## src/rtl/cordic_pkg.sv

```systemverilog
// Shared types and helpers for the sequential CORDIC engine: state encoding,
// default widths and the sign-magnitude zero normaliser.
package cordic_pkg;

  localparam int CORDIC_W  = 16;
  localparam int ATAN_FRAC = CORDIC_W - 2;

  typedef enum logic [2:0] {
    S_IDLE,
    S_XU,
    S_YU,
    S_ZU,
    S_DONE
  } state_t;

  // A zero magnitude is always stored as +0 so sign tests never see -0.
  function automatic logic sm_norm_sign(input logic sign, input logic mag_is_zero);
    return sign & ~mag_is_zero;
  endfunction

endpackage

```

## src/rtl/cordic_atan_rom.sv

```systemverilog
// Combinational arctangent table: idx -> round(atan(2^-idx) * 2^FRAC).
module cordic_atan_rom
  import cordic_pkg::*;
#(
  parameter int W    = CORDIC_W,
  parameter int FRAC = ATAN_FRAC,
  parameter int IW   = 4
) (
  input  logic [IW-1:0] idx,
  output logic [W-1:0]  atan
);

  localparam int          SHIFT = 30 - FRAC;
  localparam logic [32:0] HALF  = (33'd1 << SHIFT) >> 1;

  // Entries are floor(atan(2^-k) * 2^30); flooring first keeps the final
  // round-half-up exact, since the true value lies within one unit above.
  function automatic logic [31:0] atan_q30(input int k);
    logic [31:0] v;
    case (k)
      0:       v = 32'd843314856;
      1:       v = 32'd497837829;
      2:       v = 32'd263043836;
      3:       v = 32'd133525158;
      4:       v = 32'd67021686;
      5:       v = 32'd33543515;
      6:       v = 32'd16775850;
      7:       v = 32'd8388437;
      8:       v = 32'd4194282;
      9:       v = 32'd2097149;
      default: v = (k <= 30) ? ((32'h4000_0000 >> k) - 32'd1) : 32'd0;
    endcase
    return v;
  endfunction

  assign atan = W'(({1'b0, atan_q30(int'(idx))} + HALF) >> SHIFT);

endmodule

```

## src/rtl/cordic_seq.sv

```systemverilog
// Iterative CORDIC sequencer sharing one external sign-magnitude adder across
// the X, Y and Z updates. Define CORDIC_VECTORING_EN to add the vectoring mode.
module cordic_seq
  import cordic_pkg::*;
#(
  parameter int W      = CORDIC_W,
  parameter int N_ITER = 16
) (
  input  logic         clk,
  input  logic         reset,
`ifdef CORDIC_VECTORING_EN
  input  logic         mode,
`endif
  input  logic         start,
  input  logic         x0_sign,
  input  logic         y0_sign,
  input  logic         z0_sign,
  input  logic [W-1:0] x0,
  input  logic [W-1:0] y0,
  input  logic [W-1:0] z0,
  output logic         busy,
  output logic         done,
  output logic         x_sign,
  output logic         y_sign,
  output logic         z_sign,
  output logic [W-1:0] x,
  output logic [W-1:0] y,
  output logic [W-1:0] z,
  output logic [W-1:0] add_a,
  output logic         add_asign,
  output logic [W-1:0] add_b,
  output logic         add_as,
  input  logic [W-1:0] add_s,
  input  logic         add_sign
);

  localparam int            IW     = (W > 1) ? $clog2(W) : 1;
  localparam logic [IW-1:0] I_LAST = IW'(N_ITER - 1);

  state_t        state;
  state_t        state_nxt;
  logic [IW-1:0] iter;
  logic          dir;
  logic          dir_start;
  logic          dir_next;
  logic [W-1:0]  x_nxt;
  logic          x_nxt_sign;
  logic [W-1:0]  atan_val;
  logic          res_sign;

  cordic_atan_rom #(
    .W   (W),
    .FRAC(W - 2),
    .IW  (IW)
  ) u_atan (
    .idx (iter),
    .atan(atan_val)
  );

  assign res_sign = sm_norm_sign(add_sign, add_s == '0);

  // dir = 1 rotates counter-clockwise (subtract y from x, subtract angle from z).
`ifdef CORDIC_VECTORING_EN
  logic vec;

  assign dir_start = mode ? y0_sign : ~z0_sign;
  assign dir_next  = vec ? y_sign : ~res_sign;

  always_ff @(posedge clk or posedge reset) begin
    if (reset) begin
      vec <= 1'b0;
    end else if (state == S_IDLE && start) begin
      vec <= mode;
    end
  end
`else
  assign dir_start = ~z0_sign;
  assign dir_next  = ~res_sign;
`endif

  always_ff @(posedge clk or posedge reset) begin
    if (reset) begin
      state <= S_IDLE;
    end else begin
      state <= state_nxt;
    end
  end

  always_comb begin
    state_nxt = state;
    add_a     = '0;
    add_asign = 1'b0;
    add_b     = '0;
    add_as    = 1'b0;
    case (state)
      S_IDLE: begin
        if (start) begin
          state_nxt = S_XU;
        end
      end
      S_XU: begin
        add_a     = x;
        add_asign = x_sign;
        add_b     = y >> iter;
        add_as    = dir ^ y_sign;
        state_nxt = S_YU;
      end
      // x is still the pre-rotation value here; its update sits in x_nxt.
      S_YU: begin
        add_a     = y;
        add_asign = y_sign;
        add_b     = x >> iter;
        add_as    = ~dir ^ x_sign;
        state_nxt = S_ZU;
      end
      S_ZU: begin
        add_a     = z;
        add_asign = z_sign;
        add_b     = atan_val;
        add_as    = dir;
        state_nxt = (iter == I_LAST) ? S_DONE : S_XU;
      end
      S_DONE: begin
        state_nxt = S_IDLE;
      end
      default: begin
        state_nxt = S_IDLE;
      end
    endcase
  end

  assign busy = (state == S_XU) || (state == S_YU) || (state == S_ZU);
  assign done = (state == S_DONE);

  always_ff @(posedge clk or posedge reset) begin
    if (reset) begin
      iter       <= '0;
      dir        <= 1'b0;
      x          <= '0;
      y          <= '0;
      z          <= '0;
      x_sign     <= 1'b0;
      y_sign     <= 1'b0;
      z_sign     <= 1'b0;
      x_nxt      <= '0;
      x_nxt_sign <= 1'b0;
    end else begin
      case (state)
        S_IDLE: begin
          if (start) begin
            x      <= x0;
            y      <= y0;
            z      <= z0;
            x_sign <= x0_sign;
            y_sign <= y0_sign;
            z_sign <= z0_sign;
            iter   <= '0;
            dir    <= dir_start;
          end
        end
        S_XU: begin
          x_nxt      <= add_s;
          x_nxt_sign <= res_sign;
        end
        S_YU: begin
          y      <= add_s;
          y_sign <= res_sign;
          x      <= x_nxt;
          x_sign <= x_nxt_sign;
        end
        S_ZU: begin
          z      <= add_s;
          z_sign <= res_sign;
          if (iter != I_LAST) begin
            iter <= iter + 1'b1;
            dir  <= dir_next;
          end
        end
        default: begin
        end
      endcase
    end
  end

endmodule
```

## config.mk

```make
export PLATFORM = sky130hd
export DESIGN_NAME = cordic_seq
export DESIGN_NICKNAME = d
export VERILOG_FILES = /design/src/rtl/cordic_pkg.sv /design/src/rtl/cordic_atan_rom.sv /design/src/rtl/cordic_seq.sv
export SDC_FILE = /design/constraint.sdc
export NUM_CORES = 1
export LEC_CHECK = 0
export ABC_CLOCK_PERIOD_IN_PS = 7300
export CAP_MARGIN = 20
export CORE_MARGIN = 8
export CORE_UTILIZATION = 35
export CTS_CLUSTER_SIZE = 14
export DETAILED_ROUTE_END_ITERATION = 16
export PLACE_DENSITY = 0.57
export SLEW_MARGIN = 5
export SYNTH_ARGS = -nofsm -noshare
export SYNTH_HDL_FRONTEND = slang
export SYNTH_SLANG_ARGS = --single-unit
```

## constraint.sdc

```tcl
create_clock -name clk -period 7.3 [get_ports clk]
set_clock_uncertainty 0.05 [all_clocks]
set_input_delay 1.095 -clock clk [delete_from_list [all_inputs] [get_ports clk]]
set_output_delay 1.095 -clock clk [all_outputs]
set_load 0.03 [all_outputs]
```

---- Word level (Yosys, flattened, before mapping) ----
Index checks and enable logic that the tools add are counted.
cells by class
  equality and inequality tests ........... 17
  shift operators ......................... 3
  multiply operators ...................... 0
  muxes and demuxes ....................... 26
  bitwise operators ....................... 7
  add/subtract/negate cells ............... 3
  reductions and logical operators ........ 10
  magnitude comparators ................... 0
  div/mod/pow operators ................... 0
operators with widths
  operator                  number
  $pmux W32 S10             1
  $pmux W16 S2              3
  $pmux W16 S3              2
  $mux W16                  3
  $add A32 B16 Y32 const B  1
  $shr A16 B4 Y16           2
  $shr A31 B4 Y32 const A   1
  $sub A32 B1 Y32 const B   1
  $eq A4 B3 Y1 const B      4
  $logic_not A16 Y1         1
  $eq A4 B4 Y1 const B      3
  $pmux W3 S4               1
  $eq A4 B2 Y1 const B      2
  $mux W4                   2
  $pmux W1 S2               4
  $pmux W4 S2               1
  $eq A3 B2 Y1 const B      2
  $mux W3                   2
  $pmux W1 S3               2
  $mux W1                   5
  $add A4 B1 Y4 const B     1
  $eq A4 B1 Y1 const B      1
  $logic_not A4 Y1          1
  $ne A4 B4 Y1 const B      1
  other kinds (12)          19
storage, ports and cells
  word-level logic and storage cells ...... 77
  latch bits .............................. 0
  bits of input ports ..................... 71
  bits in read-only memories .............. 0
  bits in writable memories ............... 0
  register bits after elaboration ......... 76
  memories ................................ 0
  output and inout port bits .............. 87

---- Logic depth before layout (Yosys ltp) ----
Gate-level depths: netlist (run 1).
  word-level depth ........................ 6
  gate-level depth with buffers ........... 16
  depth with buffers taken out ............ 12

---- Hierarchy ----
From an unflattened synthesis (run 1), not the netlist that was laid out.
unflattened totals
  cell total of the unflattened synthesis .. 658
  area, all modules ....................... 5521.5 um2
modules (own cells, without submodules)
  module           instances  cells each  sequential area each (um2)  area each (um2)
  cordic_seq       1          580         1901.8                      5043.6
  cordic_atan_rom  1          78          0.0                         478.0

---- Least setup slack after synthesis (run 1) ----
OpenSTA, ideal clock, no wires.
  kind .................................... reg2out
  start point ............................. register iter[0]
  end point ............................... output port add_b[13]
  stages on the path, launching flop included .. 15
  buffers on the path ..................... 4
  data arrival time ....................... 3.965 ns
  setup slack ............................. 2.190 ns
  data required time ...................... 6.155 ns
  cell sequence ........................... dfrtp_1 > buf_2 > clkinv_1 > clkbuf_1 > ha_1 > buf_6 > nand2_1 > ha_1 > clkdlybuf4s15_1 > o2111ai_1 > o211ai_1 > a221oi_2 > nor2_1 > and4_1 > o32ai_1
between the ends
  word-level cells in the longest chain between the ends .. 5
  elaborated cells on any way between the ends .. 17
  classes of those cells .................. 2 x add/sub; 9 x eq/ne; 3 x shift; 2 x mux; 1 x reduce/logical
RTL lines
  item                    RTL line               text
  from (decl)             cordic_seq.sv:42       logic [IW-1:0] iter;
  from (signal assigned)  cordic_seq.sv:175      iter <= iter + 1'b1;
  $shr A31 B4 Y32         cordic_atan_rom.sv:31  default: v = (k <= 30) ? ((32'h4000_0000 >> k) - 32'd1) : 32'd0;
  $sub A32 B1 Y32         cordic_atan_rom.sv:31
  $pmux W32 S10           cordic_atan_rom.sv:20  case (k)
  $add A32 B16 Y32        cordic_atan_rom.sv:36  assign atan = W'(({1'b0, atan_q30(int'(idx))} + HALF) >> SHIFT);
  $pmux W16 S3 (*)        cordic_seq.sv:95       case (state)
  to (decl)               cordic_seq.sv:31       output logic [W-1:0] add_b,
Every way passes the cells marked *; elsewhere a longest branch is shown, timed or not.

---- Final worst setup path (run 1) ----
Ends and elaborated chain as after synthesis.

==> results of run 1 <==
==> layout by cell type, fill, tap and decap left out, types with 9 or more instances in the layout <==
cell | synthesis | final
a21oi_1 | 18 | 18
a22oi_1 | 36 | 36
buf_4 | 1 | 14
clkbuf_16 | 0 | 9
clkdlybuf4s50_1 | 0 | 157
dfrtp_1 | 76 | 76
inv_1 | 10 | 9
mux2_2 | 36 | 36
mux2i_1 | 50 | 50
mux4_2 | 17 | 17
nand2_1 | 96 | 96
nand3_1 | 10 | 10
nor2_1 | 54 | 54
nor3_1 | 9 | 9
nor4_1 | 9 | 9
o211ai_1 | 9 | 9
o21ai_0 | 45 | 45
==> path summary, 6_finish.rpt <==
| path | startpoint | endpoint | cells past startpoint |
|---|---|---|---|
| max in group asynchronous | reset | dir$_DFFE_PP0P_ | 3 |
| worst max register to register | state[1]$_DFFE_PP0P_ | iter[3]$_DFFE_PP0P_ | 7 |
| worst min-delay path | x_nxt[8]$_DFFE_PP0P_ | x[8]$_DFFE_PP0P_ | 2 |
| min in group asynchronous | reset | x_nxt[10]$_DFFE_PP0P_ | 3 |
| worst min register to register | x_nxt[8]$_DFFE_PP0P_ | x[8]$_DFFE_PP0P_ | 2 |
| worst max-delay path | iter[0]$_DFFE_PP0P_ | add_b[13] | 12 |
==> cell type report <==
class                      count  area [µm²]  area share (%)
inverter                      11       41.29          0.5196
clock buffer                  11       242.7           3.055
tap                          225       281.5           3.543
timing repair buffer         171        1677           21.10
multi-input combinational    516        3766           47.39
clock inverter                 5       36.28          0.4566
sequential                    76        1902           23.93
==> cell usage after synthesis (4+ instances only) <==
cell type | number | area share, %
a211oi_1 | 4 | 0.50
a21oi_1 | 18 | 1.5
a22oi_1 | 36 | 4.5
buf_1 | 4 | 0.25
buf_2 | 13 | 1.1
buf_6 | 8 | 1.5
clkbuf_1 | 26 | 1.6
dfrtp_1 | 76 | 32
ha_1 | 8 | 1.7
inv_1 | 10 | 0.62
mux2_2 | 36 | 6.7
mux2i_1 | 50 | 8.3
mux4_2 | 17 | 6.3
nand2_1 | 96 | 6.0
nand2b_1 | 7 | 0.73
nand3_1 | 10 | 0.83
nand4_1 | 5 | 0.52
nor2_1 | 54 | 3.4
nor2b_1 | 7 | 0.73
nor3_1 | 9 | 0.75
nor4_1 | 9 | 0.93
o211ai_1 | 9 | 1.1
o21a_1 | 7 | 0.87
o21ai_0 | 45 | 3.7
o22ai_1 | 7 | 0.73
o31ai_1 | 4 | 0.50
o32ai_1 | 4 | 0.58
or2_2 | 5 | 0.52
xnor2_1 | 5 | 0.73
==> flip-flops by register name (all words and copies together), names as in the netlist <==
register,cells
dir,1
x_nxt,16
state,3
y_sign,1
z_sign,1
x_sign,1
y,16
x_nxt_sign,1
x,16
iter,4
z,16
==> tightest hold or removal path: cells and delay by family, from the launching register on <==
kind | cells | cell delay [ps]
AOI/OAI and AO/OA | 1 | 60
DFF | 1 | 340
and+or+nand+nor | 1 | 40
==> per-stage QoR <==
step                      setup WS, ps  util [%]
after floorplan                   2190         -
after global placement            1542     44.95
after detailed placement          1416     44.95
after CTS                         1059     46.59
after global routing             565.2     46.59
final                             1032     46.59
==> cells by family (layout without fill, tap and decap cells) <==
group / after synthesis / count (layout) / share of synthesized area (%)
AOI/OAI and AO/OA: 178 / 178 / 21.02
xor gates and xnor gates: 6 / 6 / 0.8705
adders and majority gates: 8 / 8 / 1.658
buffers and inverters: 68 / 198 / 6.218
DFF: 76 / 76 / 31.50
muxes: 103 / 103 / 21.35
and+or+nand+nor: 221 / 221 / 17.39
==> per-layer routing <==
metal	global-route usage [%]	vias to the layer above
met3	4.891	29
met2	32.61	251
met5	0	-
met1	26.83	2820
met4	6.068	0
li1	-	2697
==> flow_metrics.tcl, run 1 <==
set metrics [dict create \
    path_class "reg2out" \
    hold_path_class "reg2reg" \
    die_w_um 147.3 \
    antenna_cells 0 \
    critical-path-max-stage-delay_ps 740 \
    critPathTopFamily "buffers and inverters" \
    dieArea_um2 21710 \
    numCtsBuffers 9 \
    met3_length_mm 1.690 \
    root_buffer "clkbuf_16" \
    worst_path_max_delay_cell "ha_1" \
    drtIter0Drc 459 \
    die_h_um 147.3 \
    grt-ovfl-total 0 \
    hold_viol 0 \
    num_rows 48 \
    post_cts_buffers 0 \
    finalCriticalPeriod_ps 6268 \
    worst_pin_slew_ps 981.5 \
    fin_tns_setup_ps 0 \
    yosys_most_used_dff "dfrtp_1" \
    dp_cells 999 \
    timing.final.crit_share_pct 85.86 \
    maxCapViolations 0 \
    final_area_um2 7946 \
    antenna_found_initial 0 \
    drc 0 \
    vias 5797 \
    syn_nets 739 \
    m1WireLength_mm 9.721 \
    area_growth_pct 31.63 \
    yosysWarnings 0 \
    drive_gt1_share_pct 13.29 \
    vias_per_cell 5.711 \
    ys_ff_latch 76 \
    core_um2 17060 \
    syn_area_um2 6037 \
    cts.sinks 76 \
    wl_per_cell_um 21.99 \
    outcome "finished clean" \
    syn_inst 660 \
    cts_tree "built" \
    async_flop_share_pct 100.0 \
    nets 864 \
    clockBufferDepth 2 \
    syn_avg_cell_area_um2 9.147 \
    seq_area_frac_synth_pct 31.50 \
    cts-resized-gates 0 \
    path_clk_slew_ps 60 \
    drtAntennaViolNets 0 \
    fmax_ghz 0.1595 \
    start_util_pct 35.39 \
    cp_num_buf_inv 3 \
    finalSetupViolations 0 \
    worst-path-max-fanout 23 \
    synth_edf_count 0 \
    finalWirelength_mm 22.32 \
    hold_ws_ps 425.0 \
    cts_hold_buf 0 \
    fillers 1641 \
    dr.max_layer_used "met4" \
    critPathArrivalTime_ps 5120 \
    final_cells 1015 \
    gp_congestion 0.9558 \
    required_ps 6150 \
    drv_slew 0 \
    ioPinCount 158 \
    maxSlewHeadroom_pct 34.56 \
    cts.htree.levels 3 \
    r2r_slack_ps 4450 \
    grt_pass1_vias 5970 \
    io_buffers 157 \
    clkLatencyLatePin_ps 330 \
    grt_pass1_wl_mm 35.16 \
    grtUsageTotal_pct 20.43 \
    endpoint_kind "primary output" \
    route.met2.wl_mm 10.45 \
    dp_hpwl_mm 16.78 \
    crit_chain "clkinv_1 > ha_1 > o21bai_1 > nand3_1 > o211ai_1 > inv_1 > ha_1 > o211ai_1 > nor4_4 > and4_1 > o32ai_1 > clkdlybuf4s50_1" \
    critPathLaunchType "flip-flop" \
    synthDistinctLibCells 80 \
    dr.pass1.iters 6 \
    grt_max_degree 77 \
    dpl_cell_area_um2 7667 \
    grt_setup_unrepaired "no" \
]
Power of run 1 is not shown: default switching activity piles up to over one toggle a cycle in this logic, so the estimate is an artifact.
==> run 2, diff against run 1 <==
--- a/config.mk
+++ b/config.mk
@@ -6,7 +6,7 @@
 export NUM_CORES = 1
 export LEC_CHECK = 0
 export ABC_CLOCK_PERIOD_IN_PS = 7300
-export CAP_MARGIN = 20
+export CAP_MARGIN = 10
 export CORE_MARGIN = 8
 export CORE_UTILIZATION = 35
 export CTS_CLUSTER_SIZE = 14
==> results of run 2 <==
Final layout, timing and power as in run 1 (identical DEF).
Power of run 2 is left out for the same reason.
==> run 3, diff against run 2 <==
--- a/config.mk
+++ b/config.mk
@@ -5,7 +5,6 @@
 export SDC_FILE = /design/constraint.sdc
 export NUM_CORES = 1
 export LEC_CHECK = 0
-export ABC_CLOCK_PERIOD_IN_PS = 7300
 export CAP_MARGIN = 10
 export CORE_MARGIN = 8
 export CORE_UTILIZATION = 35
==> results of run 3 <==
Final layout, timing and power as in run 1 (identical DEF).
Power of run 3 is left out for the same reason.
